`config.mk`:
```
export PLATFORM = sky130hd
export DESIGN_NAME = tt_um_sync_fifo
export DESIGN_NICKNAME = d
export VERILOG_FILES = /design/src/rtl/fifo_pkg.sv /design/src/rtl/fifo_sync.sv /design/src/rtl/tt_um_sync_fifo.sv
export SDC_FILE = /design/constraint.sdc
export NUM_CORES = 1
export LEC_CHECK = 0
export BUFFER_PORTS_ARGS = -buffer_cell sky130_fd_sc_hd__buf_2
export CAP_MARGIN = 10
export CORE_MARGIN = 2
export CORE_UTILIZATION = 60
export CTS_CLUSTER_DIAMETER = 50
export DETAILED_ROUTE_END_ITERATION = 12
export PLACE_DENSITY = 0.89
export SLEW_MARGIN = 20
export SYNTH_ARGS = -nofsm -noshare
export SYNTH_HDL_FRONTEND = slang
export SYNTH_SLANG_ARGS = --single-unit
export TNS_END_PERCENT = 10
```
`constraint.sdc`:
```
create_clock -name clk -period 4.1 [get_ports clk]
set_input_delay 0.615 -clock clk [delete_from_list [all_inputs] [get_ports clk]]
set_output_delay 0.615 -clock clk [all_outputs]
set_load 0.1 [all_outputs]
```
`src/rtl/fifo_pkg.sv`:
```
// rtl/fifo_pkg.sv - shared sizes and pin-bit indices for the Tiny Tapeout FIFO tile
package fifo_pkg;

   localparam int WIDTH = 8;
   localparam int DEPTH = 16;
   localparam int AW    = 4;

   localparam int WR_EN_BIT = 0;
   localparam int RD_EN_BIT = 1;
   localparam int FULL_BIT  = 2;
   localparam int EMPTY_BIT = 3;
   localparam int AFULL_BIT = 4;
   localparam int OVF_BIT   = 5;
   localparam int UDF_BIT   = 6;

   localparam logic [7:0] UIO_OE_MASK = 8'b0111_1100;

endpackage

```
`src/rtl/fifo_sync.sv`:
```
// rtl/fifo_sync.sv - generic synchronous FIFO: storage, pointers, occupancy count and flags
module fifo_sync
   import fifo_pkg::*;
(
   input  logic             clk,
   input  logic             rst,
   input  logic             wr_req,
   input  logic             rd_req,
   input  logic [WIDTH-1:0] wdata,
   output logic [WIDTH-1:0] rdata,
   output logic             full,
   output logic             empty,
   output logic             almost_full
);

   localparam logic [AW:0] CNT_FULL  = (AW+1)'(DEPTH);
   localparam logic [AW:0] CNT_AFULL = (AW+1)'(DEPTH - 2);

   logic [WIDTH-1:0] mem_q [DEPTH];
   logic [AW-1:0]    wr_ptr_q, wr_ptr_d;
   logic [AW-1:0]    rd_ptr_q, rd_ptr_d;
   logic [AW:0]      count_q, count_d;
   logic [WIDTH-1:0] rdata_q, rdata_d;
   logic             push, pop;

   always_comb begin
      full        = (count_q == CNT_FULL);
      empty       = (count_q == '0);
      almost_full = (count_q >= CNT_AFULL);
      // A full FIFO still accepts a write when a read frees a slot in the same cycle.
      pop         = rd_req & ~empty;
      push        = wr_req & (~full | pop);

      wr_ptr_d = wr_ptr_q;
      rd_ptr_d = rd_ptr_q;
      count_d  = count_q;
      rdata_d  = rdata_q;
      if (push) begin
         wr_ptr_d = wr_ptr_q + AW'(1);
      end
      if (pop) begin
         rd_ptr_d = rd_ptr_q + AW'(1);
         rdata_d  = mem_q[rd_ptr_q];
      end
      if (push && !pop) begin
         count_d = count_q + (AW+1)'(1);
      end else if (pop && !push) begin
         count_d = count_q - (AW+1)'(1);
      end
   end

   always_ff @(posedge clk) begin
      if (rst) begin
         wr_ptr_q <= '0;
         rd_ptr_q <= '0;
         count_q  <= '0;
         rdata_q  <= '0;
      end else begin
         wr_ptr_q <= wr_ptr_d;
         rd_ptr_q <= rd_ptr_d;
         count_q  <= count_d;
         rdata_q  <= rdata_d;
      end
   end

   // Storage is never cleared; reset only blocks a write landing in the same cycle.
   always_ff @(posedge clk) begin
      if (!rst && push) begin
         mem_q[wr_ptr_q] <= wdata;
      end
   end

   assign rdata = rdata_q;

endmodule

```
`src/rtl/tt_um_sync_fifo.sv`:
```
// rtl/tt_um_sync_fifo.sv - Tiny Tapeout tile wrapping a 16x8 FIFO with sticky error flags
module tt_um_sync_fifo
   import fifo_pkg::*;
(
   input  logic       clk,
   input  logic       rst_n,
   input  logic       ena,
   input  logic [7:0] ui_in,
   input  logic [7:0] uio_in,
   output logic [7:0] uo_out,
   output logic [7:0] uio_out,
   output logic [7:0] uio_oe
);

   // The pin is named rst_n by the tile template but resets when high.
   logic rst;
   logic wr_req, rd_req;
   logic full, empty, almost_full;
   logic overflow_q, overflow_d;
   logic underflow_q, underflow_d;
   logic unused_pins;

   assign rst         = rst_n;
   assign wr_req      = ena & uio_in[WR_EN_BIT];
   assign rd_req      = ena & uio_in[RD_EN_BIT];
   assign unused_pins = &{1'b0, uio_in[7:2]};

   fifo_sync u_fifo (
      .clk         (clk),
      .rst         (rst),
      .wr_req      (wr_req),
      .rd_req      (rd_req),
      .wdata       (ui_in),
      .rdata       (uo_out),
      .full        (full),
      .empty       (empty),
      .almost_full (almost_full)
   );

   always_comb begin
      overflow_d  = overflow_q  | (wr_req & full & ~rd_req);
      underflow_d = underflow_q | (rd_req & empty);
   end

   always_ff @(posedge clk) begin
      if (rst) begin
         overflow_q  <= 1'b0;
         underflow_q <= 1'b0;
      end else begin
         overflow_q  <= overflow_d;
         underflow_q <= underflow_d;
      end
   end

   always_comb begin
      uio_out            = '0;
      uio_out[FULL_BIT]  = full;
      uio_out[EMPTY_BIT] = empty;
      uio_out[AFULL_BIT] = almost_full;
      uio_out[OVF_BIT]   = overflow_q;
      uio_out[UDF_BIT]   = underflow_q;
   end

   assign uio_oe = UIO_OE_MASK;

endmodule

```
==> reports/results.ini <==
[run_status]
status=complete, no violations

[floorplanning]
core_sq_um=10200
dieArea_sq_um=11200
ios=43
die_h_um=106
start_util_pct=60.9
die_x_um=106
rows=37

[critical_path]
cp_max_fo=17
worstPathArrival_ns=3.76
critical_path_required_ns=4.52
crit_path_start_kind=register
path_class=register to register
end_kind=register

[cts]
ctsResizeCount=0
clock_latency_ns=0.53
clockBufferDepth=2
clock-root-buffer=clkbuf_8
cts_max_level=4
ctsHoldBuffers=0
cts.sinks=151
cts_tree=yes
post-cts-setup-buffers=0
cts_buffers=17
path_clk_slew_ns=0.06

[synth]
syn_area_sq_um=6200
ys_top_cells_by_area=edfxtp_1, dfxtp_1, mux2i_1, mux4_2, nor2_1
yosysWarningCount=0
yosysTopAreaCell=edfxtp_1
syn_inst=388
async_reset_ff_share_pct=0
synth-seq-area-share_pct=69.4
synth_commonest_cells=edfxtp_1, nor2_1, mux2i_1
ys_seq_elements=151
synth-main-ff-cell=edfxtp_1
synth_edf_count=128
synth_cell_types=42
synth.avg_cell_area_sq_um=16.0
yosysMostFrequentCell=edfxtp_1
yosysTopAreaCellShare_pct=62.0

[power]
p_per_area_nw_per_um2=605
leakage_nw=2.31
peakVddDrop_uv=871
power_mw=4.19

[sta]
hold_slack_ns=0.470
slew_headroom_pct=40.7
skew_ns=0.00967
min_period_ns=3.35
hold_violations=0
max_freq_mhz=299
min_period_over_period_pct=81.6
setup_viol=0
tightest_slew_ns=0.887
setup-tns-final_ns=0
layout_setup_ws_ns=0.754
rsz0062_at_grt=false
slew_violations=0

[global_routing]
grt_use_met3_pct=7.17
grt_first_pass_wirelength_um=18400
overflow=0
grt_usage_pct=23.1
grt-busiest-layer=met2
grt_antenna_before_repair=0
grt_start_max_net_pins=41
grt_util_met1_pct=29.6
grt_pass1_vias=3273
grtUsageMet2_pct=36.0

[place]
place_ws_ns=0.797
routabilityCongestion=0.793
io_buffers=25
dpl.hpwl_um=7270

[route]
viasPerCell=6.13
ant_nets=0
wirelength_um=12200
avgRoutedWirePerCell_um=21.8
dr.pass1.iters=5
drt-initial-drc-count=308
via_count=3422
drc=0

[job]
drv_cap=0

[finish]
final_net_count=438
diodes=0
drive_gt1_share_pct=19.0
syn2layout_area_growth_pct=11.7

[hold_path]
min_path_type=register to register

[critical path: stages (launching register included)]
cell and delay [ns]:
dfxtp_1 0.37, or4_1 0.70, o31a_1 0.51, ha_1 0.29
inv_1 0.16, ha_1 0.30, a21o_1 0.20, a21oi_1 0.16
mux2i_1 0.21, mux2_2 0.34
[layer usage]
metal	routed length, um	vias up
li1	-	1521
met1	4740	1688
met2	5980	183
met3	1040	30
met4	405	0
met5	0	-
[state kept, by name, summed over array words and instances, names as in the netlist]
register,count
u_fifo.count_q,5
u_fifo.rdata,8
overflow_q,1
underflow_q,1
u_fifo.rd_ptr_q,4
u_fifo.wr_ptr_q,4
u_fifo.mem_q,128
[final timing paths]
check	startpoint	to	slack, ns	cells past startpoint
worst min register to register	underflow_q	underflow_q	0.47	2
worst min-delay path	underflow_q	underflow_q	0.47	2
worst max register to register	u_fifo.count_q[1]	u_fifo.count_q[4]	0.75	9
worst max-delay path	u_fifo.count_q[1]	u_fifo.count_q[4]	0.75	9
[area by class of cell]
class / count / area, sq um
well taps: 136 / 170
fillers: 640 / 3260
repair buffers: 30 / 163
clock inverters: 14 / 158
multi-input cells: 203 / 1680
flip-flops and latches: 151 / 4310
clock buffers: 18 / 418
inverters: 6 / 22.5
[stage by stage]
stage	util, %	instance area (sq um)	std cells
2_1_floorplan	-	6230	397
3_3_place_gp	62.3	6340	526
3_5_place_dp	62.3	6340	526
4_1_cts	67.9	6920	558
5_1_grt	68.0	6920	558
6_report	68.0	6920	558
[kinds of logic (layout without fill, tap and decap cells)]
kind of cell / after synthesis / after routing / synth area share (%)
fa+ha+maj: 10 / 10 / 2.14
mux: 53 / 53 / 11.8
simple gates: 74 / 74 / 5.77
compound gates: 47 / 47 / 5.65
buf+inv: 43 / 68 / 3.96
flops: 151 / 151 / 69.4
other cells: 2 / 11 / 0.121
xor+xnor: 8 / 8 / 1.13
[cells in the final DEF (no fill, tap or decap), types with 2 or more instances in the layout]
master	count
a21o_1	2
clkinv_2	4
a22oi_1	8
nand3b_1	2
dfxtp_1	22
inv_1	5
bufinv_16	3
nand2_1	2
mux2i_1	36
nor2b_1	4
nor2_1	38
mux4_2	16
buf_2	25
o22ai_1	16
buf_4	5
and2_1	2
xnor2_1	5
clkinvlp_4	3
edfxtp_1	128
clkbuf_16	16
nand3_1	3
nor3_1	6
ha_1	9
xor2_1	3
and3_1	12
a311oi_1	8
conb_1	11
clkinv_1	3
a21oi_1	6
[power by group]
part | leakage [nW] | total, mW | switching [mW] | internal, mW
sequential | 1.34 | 1.79 | 0.0722 | 1.72
combinational | 0.690 | 0.894 | 0.646 | 0.248
clock | 0.276 | 1.50 | 0.579 | 0.919
total | 2.31 | 4.19 | 1.30 | 2.89
No activity file was read; power rests on OpenSTA's default activity.
